## config.mk

```make
export PLATFORM = sky130hd
export DESIGN_NAME = song_player
export DESIGN_NICKNAME = d
export VERILOG_FILES = /design/src/rtl/song_player_pkg.sv /design/src/rtl/song_player_note_timer.sv /design/src/rtl/song_player.sv
export SDC_FILE = /design/constraint.sdc
export NUM_CORES = 1
export LEC_CHECK = 0
export BUFFER_PORTS_ARGS = -buffer_cell sky130_fd_sc_hd__buf_2
export CAP_MARGIN = 20
export CORE_MARGIN = 4
export CORE_UTILIZATION = 65
export CTS_BUF_LIST = sky130_fd_sc_hd__clkbuf_4
export DETAILED_ROUTE_END_ITERATION = 8
export PLACE_DENSITY = 0.95
export SYNTH_ARGS = -nofsm -noshare
export SYNTH_HDL_FRONTEND = slang
export SYNTH_SLANG_ARGS = --single-unit
```

## constraint.sdc

```tcl
create_clock -name clk -period 6.6 [get_ports clk]
set_input_delay 1.98 -clock clk [delete_from_list [all_inputs] [get_ports clk]]
set_output_delay 1.98 -clock clk [all_outputs]
set_load 0.01 [all_outputs]
```

## src/rtl/song_player_pkg.sv

```systemverilog
// Shared widths, song/length codes, FSM state encoding and duration helper for song_player.
package song_player_pkg;

   localparam int SONG_BITS      = 2;
   localparam int SONG_CNT_BITS  = 6;
   localparam int OCTAVE_BITS    = 2;
   localparam int NOTE_BITS      = 4;
   localparam int LENGTH_BITS    = 3;
   localparam int FULL_NOTE_BITS = 3;

   localparam logic [SONG_BITS-1:0] SONG_NONE        = 2'd0;
   localparam logic [SONG_BITS-1:0] SONG_LITTLE_STAR = 2'd1;
   localparam logic [SONG_BITS-1:0] SONG_TWO_TIGERS  = 2'd2;
   localparam logic [SONG_BITS-1:0] SONG_SPARE       = 2'd3;

   // Length codes as stored by the score ROM when full_note = FULL_NOTE_CODE.
   localparam logic [FULL_NOTE_BITS-1:0] FULL_NOTE_CODE = 3'd4;
   localparam logic [LENGTH_BITS-1:0]    LEN_WHOLE      = 3'd0;
   localparam logic [LENGTH_BITS-1:0]    LEN_HALF       = 3'd1;
   localparam logic [LENGTH_BITS-1:0]    LEN_QUARTER    = 3'd2;
   localparam logic [LENGTH_BITS-1:0]    LEN_EIGHTH     = 3'd3;
   localparam logic [LENGTH_BITS-1:0]    LEN_SIXTEENTH  = 3'd4;

   // Longest note is a whole note = 16 sixteenths, i.e. a shift of 4.
   localparam int MAX_SHIFT = 4;

   typedef enum logic [2:0] {
      ST_IDLE   = 3'd0,
      ST_LOAD   = 3'd1,
      ST_SOUND  = 3'd2,
      ST_GAP    = 3'd3,
      ST_PAUSED = 3'd4
   } state_t;

   // Power-of-two multiplier of the sixteenth unit; a length shorter than a
   // sixteenth plays as one sixteenth, and the shift is capped so the
   // duration register never overflows.
   function automatic logic [2:0] dur_shift(input logic [LENGTH_BITS-1:0]    len,
                                            input logic [FULL_NOTE_BITS-1:0] full);
      logic [FULL_NOTE_BITS-1:0] diff;
      if (len > full) return 3'd0;
      diff = full - len;
      return (diff > 3'(MAX_SHIFT)) ? 3'(MAX_SHIFT) : diff;
   endfunction

endpackage

```

## src/rtl/song_player_note_timer.sv

```systemverilog
// Down-counting tick timer; expire flags the last enabled cycle of a loaded interval.
module note_timer #(
   parameter int W = 8
) (
   input  logic         clk,
   input  logic         rst_n,
   input  logic         load,
   input  logic [W-1:0] load_val,
   input  logic         enable,
   output logic         expire
);

   logic [W-1:0] count;

   // Load has priority; count freezes whenever enable is low (pause).
   always_ff @(posedge clk or negedge rst_n) begin
      if (!rst_n) begin
         count <= '0;
      end else if (load) begin
         count <= load_val;
      end else if (enable && (count != '0)) begin
         count <= count - W'(1);
      end
   end

   assign expire = enable && (count == W'(1));

endmodule

```

## src/rtl/song_player.sv

```systemverilog
// Score-ROM sequencer: walks a song note by note, holding each pitch for its
// duration minus a short silent articulation gap.
//
// state   | meaning
// --------+-----------------------------------------------------------
// IDLE    | waiting for start; tone outputs hold the last note
// LOAD    | one cycle: ROM sampled, pitch captured, sound timer loaded
// SOUND   | pitch sounding, timer counting down D-GAP_TICKS cycles
// GAP     | silent articulation, GAP_TICKS cycles
// PAUSED  | timer and cnt frozen; resume_q holds where to return
module song_player
   import song_player_pkg::*;
#(
   parameter int SIXTEENTH_TICKS = 12_500_000,
   parameter int GAP_TICKS       = 1_250_000
) (
   input  logic                      clk,
   input  logic                      rst_n,
   input  logic [SONG_BITS-1:0]      song_sel,
   input  logic                      start,
   input  logic                      pause,
   input  logic                      stop,
   input  logic                      loop_en,
   output logic [SONG_BITS-1:0]      song,
   output logic [SONG_CNT_BITS-1:0]  cnt,
   input  logic [SONG_CNT_BITS-1:0]  track,
   input  logic [OCTAVE_BITS-1:0]    octave,
   input  logic [NOTE_BITS-1:0]      note,
   input  logic [LENGTH_BITS-1:0]    length,
   input  logic [FULL_NOTE_BITS-1:0] full_note,
   output logic                      tone_valid,
   output logic [OCTAVE_BITS-1:0]    tone_octave,
   output logic [NOTE_BITS-1:0]      tone_note,
   output logic                      busy,
   output logic                      done
);

   localparam int DUR_W = $clog2(16 * SIXTEENTH_TICKS + 1);

   state_t             state_q, state_d, resume_q, resume_d;
   logic               tmr_load, tmr_en, tmr_expire;
   logic [DUR_W-1:0]   tmr_val, dur, sound_len;
   logic [SONG_CNT_BITS:0] cnt_inc;
   logic               last_note, note_end;

   assign dur       = DUR_W'(SIXTEENTH_TICKS) << dur_shift(length, full_note);
   assign sound_len = dur - DUR_W'(GAP_TICKS);
   assign cnt_inc   = {1'b0, cnt} + (SONG_CNT_BITS + 1)'(1);
   assign last_note = (cnt_inc >= {1'b0, track});
   assign note_end  = tmr_expire && ((state_q == ST_GAP) ||
                                     ((state_q == ST_SOUND) && (GAP_TICKS == 0)));

   note_timer #(.W(DUR_W)) u_timer (
      .clk      (clk),
      .rst_n    (rst_n),
      .load     (tmr_load),
      .load_val (tmr_val),
      .enable   (tmr_en),
      .expire   (tmr_expire)
   );

   // State and resume-target registers.
   always_ff @(posedge clk or negedge rst_n) begin
      if (!rst_n) begin
         state_q  <= ST_IDLE;
         resume_q <= ST_IDLE;
      end else begin
         state_q  <= state_d;
         resume_q <= resume_d;
      end
   end

   // Next-state: stop beats everything; a pause that lands on a segment's
   // last cycle parks the FSM in PAUSED aimed at the following segment.
   always_comb begin
      state_t seg_next;
      state_t end_state;
      state_d   = state_q;
      resume_d  = resume_q;
      end_state = (!last_note || loop_en) ? ST_LOAD : ST_IDLE;
      seg_next  = ((state_q == ST_SOUND) && (GAP_TICKS != 0)) ? ST_GAP : end_state;
      case (state_q)
         ST_IDLE: begin
            if (start && !stop) state_d = ST_LOAD;
         end
         ST_LOAD: begin
            if (stop || (track == '0)) state_d = ST_IDLE;
            else                       state_d = ST_SOUND;
         end
         ST_SOUND, ST_GAP: begin
            if (stop) begin
               state_d = ST_IDLE;
            end else if (tmr_expire) begin
               if (pause && (seg_next != ST_IDLE)) begin
                  state_d  = ST_PAUSED;
                  resume_d = seg_next;
               end else begin
                  state_d = seg_next;
               end
            end else if (pause) begin
               state_d  = ST_PAUSED;
               resume_d = state_q;
            end
         end
         ST_PAUSED: begin
            if (stop)        state_d = ST_IDLE;
            else if (!pause) state_d = resume_q;
         end
         default: state_d = ST_IDLE;
      endcase
   end

   // Outputs and timer control decoded from the current state.
   always_comb begin
      tone_valid = (state_q == ST_SOUND);
      busy       = (state_q != ST_IDLE);
      tmr_en     = (state_q == ST_SOUND) || (state_q == ST_GAP);
      tmr_load   = 1'b0;
      tmr_val    = sound_len;
      if (state_q == ST_LOAD) begin
         tmr_load = 1'b1;
      end else if ((state_q == ST_SOUND) && tmr_expire && (GAP_TICKS != 0)) begin
         tmr_load = 1'b1;
         tmr_val  = DUR_W'(GAP_TICKS);
      end
   end

   // Song/index registers to the ROM, captured pitch and the done pulse.
   always_ff @(posedge clk or negedge rst_n) begin
      if (!rst_n) begin
         song        <= '0;
         cnt         <= '0;
         tone_octave <= '0;
         tone_note   <= '0;
         done        <= 1'b0;
      end else begin
         done <= 1'b0;
         if (state_q == ST_IDLE) begin
            if (start && !stop) begin
               song <= song_sel;
               cnt  <= '0;
            end
         end else if (stop) begin
            done <= 1'b1;
         end else if (state_q == ST_LOAD) begin
            if (track == '0) begin
               done <= 1'b1;
            end else begin
               tone_octave <= octave;
               tone_note   <= note;
            end
         end else if (note_end) begin
            if (!last_note)   cnt  <= cnt + SONG_CNT_BITS'(1);
            else if (loop_en) cnt  <= '0;
            else              done <= 1'b1;
         end
      end
   end

endmodule
```

Word level (Yosys, flattened, before mapping) --
Index checks and enable logic that the tools add are counted.
Operators by class: equal/unequal tests 11, add/sub/neg operators 5, bitwise operators 3, shifts and indexed selects 1, order comparisons 3, reduce and logical (&&, ||, !) cells 24, mux-type cells 37
Operators with widths (count):
- 2-to-1 mux 28 bit | 4
- 2-to-1 mux 6 bit | 7
- 2-to-1 mux 3 bit | 12
- equality test 28 x 1 -> 1 bit (second input constant) | 1
- nonzero test 28 bit | 1
- << shifter 24 x 3 -> 28 bit (first input constant) | 1
- subtractor 28 x 1 -> 28 bit (second input constant) | 1
- subtractor 28 x 21 -> 28 bit (second input constant) | 1
- one-hot mux 3 bit (4 select lines) | 1
- 2-to-1 mux 1 bit | 11
- adder 6 x 1 -> 7 bit (second input constant) | 1
- greater-or-equal comparator 7 x 6 -> 1 bit | 1
- adder 6 x 1 -> 6 bit (second input constant) | 1
- equality test 3 x 2 -> 1 bit (second input constant) | 2
- logical AND 1 bit | 6
- zero test 6 bit | 1
- != test 2 x 1 -> 1 bit (second input constant) | 3
- nonzero test 3 bit | 2
- AND reduction 5 bit | 1
- 2-to-1 mux 2 bit | 2
- != test 4 bit (second input constant) | 1
- AND reduction 2 bit | 2
- AND reduction 4 bit | 1
- nonzero test 2 bit | 2
- other kinds (13) | 18
Storage, ports and cells: output and inout bits 17, register bits after elaboration 49

Logic depth before layout (Yosys ltp) --
Gate-level depths: netlist of the first run.
depth after elaboration 12, depth in mapped cells 13

Cells and area by module --
A second synthesis of the first run with hierarchy kept.
Second synthesis, totals: cell total of the unflattened synthesis 392, area total of the unflattened synthesis 3425.8 sq um
Modules (own cells, without submodules):
- note_timer | instances 1, sequential area each 700.7 sq um, area an instance 1793.0 sq um, cells each 206
- song_player | instances 1, sequential area each 525.5 sq um, area an instance 1632.8 sq um, cells each 186

Least setup slack after synthesis of the first run --
Ideal clock, no wire load.
path type input to register, start input full_note[0], end register u_timer.count[7], slack 2.361 ns, cell stages on the path 12, arrival time 4.101 ns, data required time 6.463 ns, cells stage by stage inv_1 > ha_1 > inv_1 > fa_1 > xnor2_1 > and2_1 > nor2_1 > nor3_1 > ha_1 > xor2_1 > a2111oi_0 > nor3_1
Between the ends: word-level cells in the longest chain between the ends 9, elaborated cells on any way between the ends 11, those cells by class 2 x add/sub; 2 x order compare; 1 x shift; 6 x mux
Ends and longest elaborated chain:
- start, declared | RTL line song_player.sv:30 | input logic [FULL_NOTE_BITS-1:0] full_note,
- subtractor 3 bit | RTL line song_player_pkg.sv:42 | diff = full - len;
- > comparator 3 bit | RTL line song_player_pkg.sv:43 | return (diff > 3'(MAX_SHIFT)) ? 3'(MAX_SHIFT) : diff;
- 2-to-1 mux 3 bit | RTL line song_player_pkg.sv:43
- 2-to-1 mux 3 bit (*) | RTL line song_player_pkg.sv:42
- << shifter 24 x 3 -> 28 bit (*) | RTL line song_player.sv:46 | assign dur = DUR_W'(SIXTEENTH_TICKS) << dur_shift(length, full_note);
- subtractor 28 x 21 -> 28 bit (*) | RTL line song_player.sv:47 | assign sound_len = dur - DUR_W'(GAP_TICKS);
- 2-to-1 mux 28 bit | RTL line song_player.sv:122 | end else if ((state_q == ST_SOUND) && tmr_expire && (GAP_TICKS != 0)) begin
- 2-to-1 mux 28 bit (*) | RTL line song_player.sv:120 | if (state_q == ST_LOAD) begin
- 2-to-1 mux 28 bit (*) | RTL line song_player_note_timer.sv:19 | end else if (load) begin
- end signal, assigned | RTL line song_player_note_timer.sv:20 | count <= load_val;
- end signal, assigned | RTL line song_player_note_timer.sv:22 | count <= count - W'(1);
- end, declared | RTL line song_player_note_timer.sv:13 | logic [W-1:0] count;
Every way passes the cells marked *; elsewhere a longest branch is shown, timed or not. A chain may end at the register's enable or synchronous reset.

Final worst setup path of the first run --
Same ends and word-level chain as after synthesis.

==> results.sh, run 1 <==
export IMPL_max_slew_margin_rel_pct=42.46
export IMPL_fmax_ghz=0.2334
export IMPL_cts_sinks=49
export IMPL_clock_latency_ns=0.38
export IMPL_hold_class="flop to flop"
export IMPL_path_delay_family="adder cells"
export IMPL_min_from="resume_q[2]"
export IMPL_drive_above_1_share_pct=17.62
export IMPL_synthMuxAreaShare_pct=3.621
export IMPL_yosys_area_top_type="dfrtp_1"
export IMPL_cts_resized=0
export IMPL_synth_xor_area_share_pct=2.376
export IMPL_drtAntennaViolNets=0
export IMPL_cp_end_kind="flop"
export IMPL_power_w=0.001385
export IMPL_path_clk_slew_ns=0.15
export IMPL_cts_buffer_depth=2
export IMPL_fin_skew_ns=0.007675
export IMPL_synth_async_reset_ratio_pct=100.0
export IMPL_ff2ff_setup_slack_ns=3.50
export IMPL_synth_top_family_by_area="simple AND/OR/NAND/NOR gates"
export IMPL_worstRegToRegCells=6
export IMPL_wl_per_cell_microns=18.15
export IMPL_crit_chain="buf_2 -> inv_1 -> ha_1 -> inv_1 -> fa_1 -> xnor2_1 -> and2_1 -> nor2_1 -> nor3_1 -> ha_1 -> xor2_1 -> a2111oi_0 -> nor3_1"
export IMPL_antenna_found_initial=0
export IMPL_ir_worst_vdd_uv=295.5
export IMPL_slew_violations=0
export IMPL_cts_tree="done"
export IMPL_cap_violations=0
export IMPL_hold_violations=0
export IMPL_path_buf_inv=3
export IMPL_setup_violations=0
export IMPL_grt_max_degree=50
export IMPL_synth_area_top_cells="dfrtp_1 37%, ha_1 4.9%, nor2_1 3.8%"
export IMPL_min_path_cells=1
export IMPL_powerDensity_mw_per_mm2=379.9
export IMPL_rr_endpoint="u_timer.count[23]"
export IMPL_crit_path_start_kind="primary input"
export IMPL_whs_ns=0.5141
export IMPL_finalCritPeriodShare_pct=64.92
export IMPL_path_class="primary input to flop"
export IMPL_grt_pass1_wl_mm=14.50
export IMPL_synth_ff_type="dfrtp_1"
export IMPL_leakagePower_nw=1.597
export IMPL_firstDrtPassIters=6
export IMPL_rr_startpoint="u_timer.count[3]"
export IMPL_yosys_area_share_simple_pct=24.86
export IMPL_finalSetupTns_ns=0
export IMPL_postSynthCellCount=381
export IMPL_die_area_sq_mm=0.006310
export IMPL_start_util_pct=68.86
export IMPL_ys_types=64
export IMPL_p_sw_share_pct=47.45
export IMPL_synth_fa_ha_area_share_pct=5.507
export IMPL_syn_nets=421
export IMPL_worstPathArrival_ns=4.56
export IMPL_status="completed"
export IMPL_max_stage_delay_ns=0.44
export IMPL_place_gp_congestion=0.9361
export IMPL_synth_avg_cell_area_sq_um=8.706
export IMPL_die_h_microns=79.44
export IMPL_area_growth_pct=9.921
export IMPL_vias=3322
export IMPL_utilization_pct=75.69
export IMPL_diodes=0
export IMPL_track_usage_pct=29.04
export IMPL_rsz0062_at_grt="false"
export IMPL_fin_crit_ns=4.285
export IMPL_routed_wirelength_mm=8.839
export IMPL_nets=459
export IMPL_p_seq_share_pct=38.5
export IMPL_p_clk_share_pct=10.7
export IMPL_ys_seq_area_share_pct=36.97
export IMPL_cts_setup_buffers=0
export IMPL_internal_power_w=0.0007278
export IMPL_comb_power_share_pct=50.8
export IMPL_worst_slew_pin_slew_ns=0.8591
export IMPL_ys_warn_count=0
export IMPL_cts_hold_buf=0
export IMPL_hpwl_mm=6.464
export IMPL_syn_area_sq_mm=0.003317
export IMPL_synth_edf_count=0
export IMPL_p_sw_w=0.0006572
export IMPL_critical_path_slowest_cell="fa_1"
export IMPL_synth_seq_cells=49
export IMPL_drtIter0Drc=528
export IMPL_rows=25
export IMPL_required_ns=6.88
export IMPL_synth_compound_area_share_pct=22.48
export IMPL_die_w_microns=79.44
export IMPL_grt_overflow=0
export IMPL_grt_pass1_vias=3027
export IMPL_worstPathMaxFanout=5
export IMPL_htreeDepth=2
export IMPL_cts_root_buffer_cell="clkbuf_4"
export IMPL_hold_end="resume_q[2]"
export IMPL_io_buffer_count=42
export IMPL_viasPerCell=6.821
export IMPL_cts_buffers_inserted=5
export IMPL_post_route_drc_count=0
export IMPL_pin_count=43
export IMPL_yosysTopAreaCellShare_pct=36.97
export IMPL_core_area_sq_mm=0.004817
## registers in the layout (all words and copies together), names as in the netlist
signal / flops
done: 1
song: 2
resume_q: 3
tone_octave: 2
tone_note: 4
cnt: 6
u_timer.count: 28
state_q: 3
## power by group through the flow
| stage | Sequential (W) | Combinational (W) | Clock (W) |
|---|---|---|---|
| CTS | 0.000526 | 0.000685 | 0.000146 |
| finish | 0.000533 | 0.000704 | 0.000148 |
| global placement | 0.000527 | 0.000656 | 0 |
| global route | 0.000550 | 0.000759 | 0.000163 |
| floorplan | 0.000507 | 0.000515 | 0 |
| detailed placement | 0.000533 | 0.000680 | 0 |
## placed cells by master, fill, tap and decap left out, drive strengths merged, types with 3 or more instances in the layout
cell      synthesis  final
a211oi            6      6
a21o              6      6
a21oi            18     18
a221o             6      6
a31o              4      4
a31oi             9      9
a41oi             3      3
and2              6      6
and3              6      6
buf               4     45
clkbuf           10      5
clkinvlp          0      3
dfrtp            49     49
ha               13     13
inv              21     21
mux2              8      8
mux2i             3      3
nand2            30     30
nand2b            7      7
nand3            12     12
nand4             7      7
nor2             35     35
nor2b             7      7
nor3             19     19
nor4              9      9
o21a              4      4
o21ai            20     20
o22ai             4      4
o2bb2ai           3      3
o31ai             4      4
or3               6      6
or4               6      6
xnor2             5      5
xor2              4      4
## Yosys cell counts, types with 2 or more instances
cell / instances
inv_1: 21
a21o_1: 6
nor2_1: 34
o2bb2ai_1: 3
o31ai_1: 4
and2_1: 6
and3_1: 6
nand4_1: 7
a41oi_1: 3
mux2i_1: 3
or4_4: 2
ha_1: 13
a2111oi_0: 2
a221o_1: 6
mux2_2: 8
or4_1: 4
o21a_1: 4
nand2b_1: 7
a21oi_1: 18
xnor2_1: 5
o21ai_0: 13
o22a_1: 2
nor3_1: 18
xor2_1: 4
a31oi_1: 9
a31o_2: 4
buf_2: 3
a211oi_1: 6
o22ai_1: 4
nand2_1: 30
or3_1: 5
clkbuf_1: 10
nand3_1: 12
nor4_1: 8
nor2b_1: 7
a22o_1: 2
o21ai_1: 7
dfrtp_1: 49
## stage by stage
stage	area (sq um)	instances	worst slack (ns)
after CTS	3626	486	2.425
after detailed placement	3566	478	2.025
after global placement	3566	478	2.169
after global routing	3646	487	2.097
final	3646	487	2.315
after floorplan	3317	381	2.361
## cell type report
type                    count  area [sq um]
clock buffers               5         37.54
clock inverters             3         22.52
fillers                   367          1171
inverters                  21         78.83
multi-input cells         297          1952
flip-flops and latches     49          1226
well taps                  67         83.83
repair buffers             45         245.2
## worst max path at each step
stage                      start                to  slack [ns]  cells after the start
floorplan           full_note[0]  u_timer.count[7]        2.36                     12
global placement    full_note[0]  u_timer.count[7]        2.17                     13
detailed placement  full_note[0]  u_timer.count[7]        2.03                     13
CTS                 full_note[0]  u_timer.count[7]        2.42                     13
global route        full_note[0]  u_timer.count[7]        2.10                     13
finish              full_note[0]  u_timer.count[7]        2.32                     13
## worst reg2reg max path, stage by stage, from the launching register on
cell,delay (ns)
dfrtp_1,0.44
nor4_1,0.69
nand4_1,0.35
nor3_4,0.37
a21o_1,0.61
o21ai_1,0.17
a221o_1,0.37
## cells by family (layout without fill, tap and decap cells)
group,Yosys count,after routing
AO/OA/AOI/OAI,107,107
XOR/XNOR,9,9
adder cells (fa/ha/maj),14,14
buffers and inverters,35,74
flip-flops,49,49
multiplexers,11,11
AND/OR/NAND/NOR,156,156
## routing by layer
layer	vias up	track usage [%]	wire length (microns)
li1	1509	-	-
met1	1544	39.36	3465
met2	243	47.91	4297
met3	26	4.740	916
met4	0	8.419	159
met5	-	0	0
Note: power is estimated with default switching activity, not from simulation.
==> run 2: changes to the inputs <==
--- a/config.mk
+++ b/config.mk
@@ -8,10 +8,10 @@
 export BUFFER_PORTS_ARGS = -buffer_cell sky130_fd_sc_hd__buf_2
 export CAP_MARGIN = 20
 export CORE_MARGIN = 4
-export CORE_UTILIZATION = 65
+export CORE_UTILIZATION = 54
 export CTS_BUF_LIST = sky130_fd_sc_hd__clkbuf_4
 export DETAILED_ROUTE_END_ITERATION = 8
-export PLACE_DENSITY = 0.95
+export PLACE_DENSITY = 0.85
 export SYNTH_ARGS = -nofsm -noshare
 export SYNTH_HDL_FRONTEND = slang
 export SYNTH_SLANG_ARGS = --single-unit
==> constraint.sdc (replaced) <==
create_clock -name clk -period 3.8 [get_ports clk]
set_input_delay 1.14 -clock clk [delete_from_list [all_inputs] [get_ports clk]]
set_output_delay 1.14 -clock clk [all_outputs]
set_load 0.01 [all_outputs]
==> run 2 against run 1 <==
Die area grew 18%. Cell count grew 2.1%. Flip-flop and latch count is the same. Sequential share of layout area decreased by 0.26 points. Critical path depth unchanged. Global-route usage fell by 5.3 points. Non-clock buffer count up 2. Total power rose by 75%. Register-to-register slack worse by 2.8 ns. Clock power rose by 80%. Wire length shrank 1.8%. Critical path type unchanged. Critical endpoint unchanged. Largest power group unchanged.
==> results.sh, run 2 (synthesized netlist as in run 1, its figures left out) <==
export IMPL_status="completed"
export IMPL_p_sw_w=0.001150
export IMPL_antenna_found_initial=0
export IMPL_p_seq_share_pct=38.5
export IMPL_area_growth_pct=10.79
export IMPL_wl_per_cell_microns=17.47
export IMPL_path_class="primary input to flop"
export IMPL_setup_violations=0
export IMPL_cap_violations=0
export IMPL_grt_max_degree=50
export IMPL_cts_hold_buf=0
export IMPL_place_gp_congestion=0.9386
export IMPL_comb_power_share_pct=50.5
export IMPL_busiest_layer="met2"
export IMPL_cts_tree="done"
export IMPL_met1_usage_pct=32.26
export IMPL_routed_wirelength_mm=8.681
export IMPL_powerDensity_mw_per_mm2=660.8
export IMPL_crit_path_start_kind="primary input"
export IMPL_worst_slew_pin_slew_ns=0.9358
export IMPL_cp_end_kind="flop"
export IMPL_finalCritPeriodShare_pct=89.16
export IMPL_post_route_drc_count=0
export IMPL_diodes=0
export IMPL_cts_setup_buffers=0
export IMPL_hold_class="flop to flop"
export IMPL_core_area_sq_mm=0.005956
export IMPL_fin_skew_ns=0.01085
export IMPL_io_buffer_count=42
export IMPL_clock_latency_ns=0.39
export IMPL_firstDrtPassIters=6
export IMPL_drtIter0Drc=398
export IMPL_cts_sinks=49
export IMPL_path_clk_slew_ns=0.16
export IMPL_worstPathMaxFanout=5
export IMPL_cts_root_buffer_cell="clkbuf_4"
export IMPL_vias=3303
export IMPL_cts_resized=0
export IMPL_start_util_pct=55.69
export IMPL_final_cell_mix="49 x dfrtp_1, 42 x buf_2, 34 x nor2_1"
export IMPL_grt_pass1_vias=3133
export IMPL_htreeDepth=2
export IMPL_p_clk_share_pct=11.0
export IMPL_hold_violations=0
export IMPL_layout_commonest_cell="dfrtp_1"
export IMPL_p_sw_share_pct=47.36
export IMPL_hpwl_mm=6.321
export IMPL_grt_pass1_wl_mm=14.42
export IMPL_multi_input_area_sq_mm=0.001952
export IMPL_max_slew_margin_rel_pct=37.32
export IMPL_power_w=0.002428
export IMPL_rows=28
export IMPL_use_met3_pct=3.422
export IMPL_die_area_sq_mm=0.007461
export IMPL_pin_count=43
export IMPL_fin_crit_ns=3.388
export IMPL_ir_worst_vdd_uv=416.6
export IMPL_rsz0062_at_grt="false"
export IMPL_top_register="u_timer.count"
export IMPL_cts_buffers_inserted=5
export IMPL_final_seq_area_sq_mm=0.001226
export IMPL_worstPathArrival_ns=3.66
export IMPL_die_w_microns=86.38
export IMPL_internal_power_w=0.001278
export IMPL_fmax_ghz=0.2952
export IMPL_met2_usage_pct=38.53
export IMPL_nFillCells=501
export IMPL_largest_reg_flops=28
export IMPL_nets=461
export IMPL_viasPerCell=6.646
export IMPL_cts_buffer_depth=2
export IMPL_grt_overflow=0
export IMPL_finalSetupTns_ns=0
export IMPL_top_regs="u_timer.count: 28 flops, cnt: 6 flops, tone_note: 4 flops"
export IMPL_leakagePower_nw=1.613
export IMPL_slew_violations=0
export IMPL_track_usage_pct=23.76
export IMPL_required_ns=4.07
export IMPL_drive_above_1_share_pct=18.01
export IMPL_die_h_microns=86.38
export IMPL_drtAntennaViolNets=0
[run 2: cell count changes in the layout (fill, tap and decap cells not counted)]
cell,before,now
clkinvlp_4,3,2
buf_4,2,4
inv_8,0,1
[run 2: stage by stage]
| step | std cells | area [sq um] | worst slack [ns] | hold slack [ns] | utilization [%] |
|---|---|---|---|---|---|
| after floorplan | 381 | 3317 | 0.4014 | 0.4534 | - |
| after global placement | 488 | 3591 | 0.2846 | 0.4745 | 60.29 |
| after detailed placement | 488 | 3591 | 0.08737 | 0.4912 | 60.29 |
| after CTS | 496 | 3655 | 0.4841 | 0.5257 | 61.37 |
| after global routing | 497 | 3675 | 0.1490 | 0.5470 | 61.70 |
| final | 497 | 3675 | 0.4119 | 0.5208 | 61.70 |
[run 2: final cells by class]
cell class | count | share of cell area [%]
Timing Repair Buffer | 47 | 7.082
Multi-Input combinational cell | 297 | 53.12
Clock inverter | 3 | 0.7150
Sequential cell | 49 | 33.37
Tap cell | 75 | 2.554
Clock buffer | 5 | 1.021
Inverter | 21 | 2.145
[run 2: final timing paths]
path                             startpoint           endpoint  cells after the start  slack (ns)
min in group asynchronous             rst_n       tone_note[1]                      1        0.63
setup / recovery               full_note[0]   u_timer.count[7]                     13        0.41
hold / removal               tone_octave[0]     tone_octave[0]                      1        0.52
hold reg to reg              tone_octave[0]     tone_octave[0]                      1        0.52
max in group asynchronous             rst_n   u_timer.count[6]                      2        2.65
setup reg to reg           u_timer.count[3]  u_timer.count[23]                      6        0.75
[run 2: routing by layer]
layer / part of all wire [%] / up-vias / wire (microns)
met4: 3.3 / 0 / 286
li1: - / 1501 / -
met1: 40 / 1548 / 3466
met5: 0 / - / 0
met2: 47 / 210 / 4082
met3: 9.7 / 44 / 846
[run 2: power groups by stage]
stage | sequential [W] | clock (W) | combinational [W]
after floorplan | 0.000881 | 0 | 0.000895
after global placement | 0.000916 | 0 | 0.00116
after detailed placement | 0.000930 | 0 | 0.00120
after CTS | 0.000921 | 0.000270 | 0.00120
after global routing | 0.000960 | 0.000290 | 0.00134
final | 0.000935 | 0.000266 | 0.00123
[run 2: critical path, stage by stage]
cell       delay, ns
buf_2           0.09
inv_1           0.04
ha_1            0.15
inv_1           0.06
fa_1            0.43
xnor2_1         0.18
and2_1          0.20
nor2_1          0.26
nor3_1          0.11
ha_1            0.22
xor2_1          0.18
a2111oi_0       0.46
nor3_1          0.12
==> run 3: changes to the inputs <==
--- a/config.mk
+++ b/config.mk
@@ -8,10 +8,10 @@
 export BUFFER_PORTS_ARGS = -buffer_cell sky130_fd_sc_hd__buf_2
 export CAP_MARGIN = 20
 export CORE_MARGIN = 4
-export CORE_UTILIZATION = 54
+export CORE_UTILIZATION = 30
 export CTS_BUF_LIST = sky130_fd_sc_hd__clkbuf_4
 export DETAILED_ROUTE_END_ITERATION = 8
-export PLACE_DENSITY = 0.85
+export PLACE_DENSITY = 0.56
 export SYNTH_ARGS = -nofsm -noshare
 export SYNTH_HDL_FRONTEND = slang
 export SYNTH_SLANG_ARGS = --single-unit
==> run 3 against run 2 <==
First-iteration DRC count down 33%. Critical path depth unchanged. Combinational power about the same. Setup slack better by 0.018 ns. Total power up 0.93%. Sequential share of layout area down 0.72 points. Global-route usage down 9.0 points. Flip-flop and latch count unchanged. Fmax up 0.54%. Core utilization down 27 points. Critical path type unchanged. Largest power group unchanged.
==> results.sh, run 3 (synthesized netlist as in run 1, its figures left out) <==
export IMPL_final_area_sq_mm=0.003756
export IMPL_grt_pass1_vias=3024
export IMPL_place_gp_congestion=0.9048
export IMPL_die_h_microns=113.2
export IMPL_p_sw_share_pct=45.82
export IMPL_slew_violations=0
export IMPL_area_growth_pct=13.24
export IMPL_path_class="primary input to flop"
export IMPL_vias=3111
export IMPL_cts_hold_buf=0
export IMPL_io_buffer_count=42
export IMPL_largest_reg_flops=28
export IMPL_cts_tree="done"
export IMPL_track_usage_pct=14.77
export IMPL_drive_above_1_share_pct=18.05
export IMPL_p_sw_w=0.001123
export IMPL_post_route_drc_count=0
export IMPL_min_from="resume_q[2]"
export IMPL_hpwl_mm=6.898
export IMPL_die_w_microns=113.2
export IMPL_powerDensity_mw_per_mm2=652.5
export IMPL_cp_end_kind="flop"
export IMPL_critical_path_slowest_cell="a2111oi_0"
export IMPL_cap_violations=0
export IMPL_final_cell_mix="49 x dfrtp_1, 42 x buf_2, 34 x nor2_1"
export IMPL_crit_chain="buf_2 -> inv_1 -> ha_1 -> inv_1 -> fa_1 -> xnor2_1 -> and2_1 -> nor2_1 -> nor3_1 -> ha_1 -> xor2_1 -> a2111oi_0 -> nor3_1"
export IMPL_max_stage_delay_ns=0.45
export IMPL_internal_power_w=0.001328
export IMPL_layout_commonest_cell="dfrtp_1"
export IMPL_drtIter0Drc=266
export IMPL_nets=461
export IMPL_placed_area_sq_mm=0.003684
export IMPL_fin_crit_ns=3.370
export IMPL_clock_latency_ns=0.38
export IMPL_drtAntennaViolNets=0
export IMPL_firstDrtPassIters=4
export IMPL_worst_slew_pin_slew_ns=1.005
export IMPL_start_util_pct=30.60
export IMPL_comb_power_share_pct=49.7
export IMPL_hold_violations=0
export IMPL_max_slew_margin_rel_pct=32.98
export IMPL_status="completed"
export IMPL_top_regs="u_timer.count: 28 flops, cnt: 6 flops, tone_note: 4 flops"
export IMPL_leakagePower_nw=1.620
export IMPL_rr_endpoint="u_timer.count[23]"
export IMPL_utilization_pct=34.65
export IMPL_p_clk_share_pct=12.5
export IMPL_path_clk_slew_ns=0.14
export IMPL_worstRegToRegCells=6
export IMPL_grt_overflow=0
export IMPL_ir_worst_vdd_uv=229.7
export IMPL_rsz0062_at_grt="false"
export IMPL_setup_violations=0
export IMPL_power_w=0.002451
export IMPL_crit_path_start_kind="primary input"
export IMPL_hold_end="resume_q[2]"
export IMPL_fin_skew_ns=0.01111
export IMPL_diodes=0
export IMPL_cp_depth=13
export IMPL_ff2ff_setup_slack_ns=0.74
export IMPL_dpl_worst_slack_ns=0.1203
export IMPL_worstPathMaxFanout=5
export IMPL_die_area_sq_mm=0.01280
export IMPL_wl_per_cell_microns=16.35
export IMPL_routed_wirelength_mm=9.175
export IMPL_top_register="u_timer.count"
export IMPL_worstPathArrival_ns=3.62
export IMPL_cts_setup_buffers=0
export IMPL_setup_ws_ns=0.4300
export IMPL_finalCritPeriodShare_pct=88.69
export IMPL_finalSetupTns_ns=0
export IMPL_antenna_found_initial=0
export IMPL_cts_buffer_depth=2
export IMPL_path_buf_inv=3
export IMPL_min_path_cells=1
export IMPL_pin_count=43
export IMPL_cts_resized=0
export IMPL_rows=38
export IMPL_grt_max_degree=31
export IMPL_cts_buffers_inserted=5
export IMPL_grt_pass1_wl_mm=15.44
export IMPL_p_seq_share_pct=37.8
export IMPL_cts_root_buffer_cell="clkbuf_4"
export IMPL_rr_startpoint="u_timer.count[3]"
export IMPL_viasPerCell=5.545
export IMPL_path_delay_family="adder cells"
export IMPL_required_ns=4.05
export IMPL_fmax_ghz=0.2967
export IMPL_hold_class="flop to flop"
export IMPL_core_area_sq_mm=0.01084
export IMPL_cts_sinks=49
export IMPL_htreeDepth=2
## run 3: worst max-delay path by stage
stage,end,from
after floorplan,u_timer.count[7],full_note[0]
after global placement,u_timer.count[7],full_note[0]
after detailed placement,u_timer.count[7],full_note[0]
after CTS,u_timer.count[7],full_note[0]
after global routing,u_timer.count[7],full_note[0]
final,u_timer.count[7],full_note[0]
## run 3: layout make-up
| type | instances | area, sq um |
|---|---|---|
| Timing Repair Buffer | 47 | 247.7 |
| Clock buffer | 5 | 37.54 |
| Tap cell | 140 | 175.2 |
| Multi-Input combinational cell | 297 | 1956 |
| Clock inverter | 2 | 35.03 |
| Inverter | 21 | 78.83 |
| Fill cell | 1123 | 7084 |
| Sequential cell | 49 | 1226 |
## run 3: power groups by stage
stage	clock, W	combinational, W	sequential, W
floorplan	0	0.000895	0.000881
global placement	0	0.00119	0.000925
detailed placement	0	0.00121	0.000932
CTS	0.000321	0.00122	0.000921
global route	0.000342	0.00135	0.000961
finish	0.000307	0.00122	0.000927
## run 3: stage by stage
stage                     cells  hold WS, ns
final                       561       0.5079
after global routing        561       0.5362
after CTS                   561       0.5077
after detailed placement    554       0.4745
after global placement      554       0.4777
after floorplan             381       0.4534
## run 3: worst reg2reg max path, cell delays in order, from the launching register on
cell and delay [ns]:
dfrtp_1 0.44, nor4_1 0.67, nand4_1 0.34, nor3_4 0.36
a21o_1 0.63, o21ai_1 0.15, a221o_1 0.38
## run 3: layer usage
| layer | GRT usage [%] | up-vias | part of all wire, % |
|---|---|---|---|
| met3 | 2.139 | 10 | 4.3 |
| met2 | 24.49 | 82 | 48 |
| li1 | - | 1498 | - |
| met4 | 4.327 | 0 | 1.4 |
| met5 | 0 | - | 0 |
| met1 | 20.03 | 1521 | 47 |
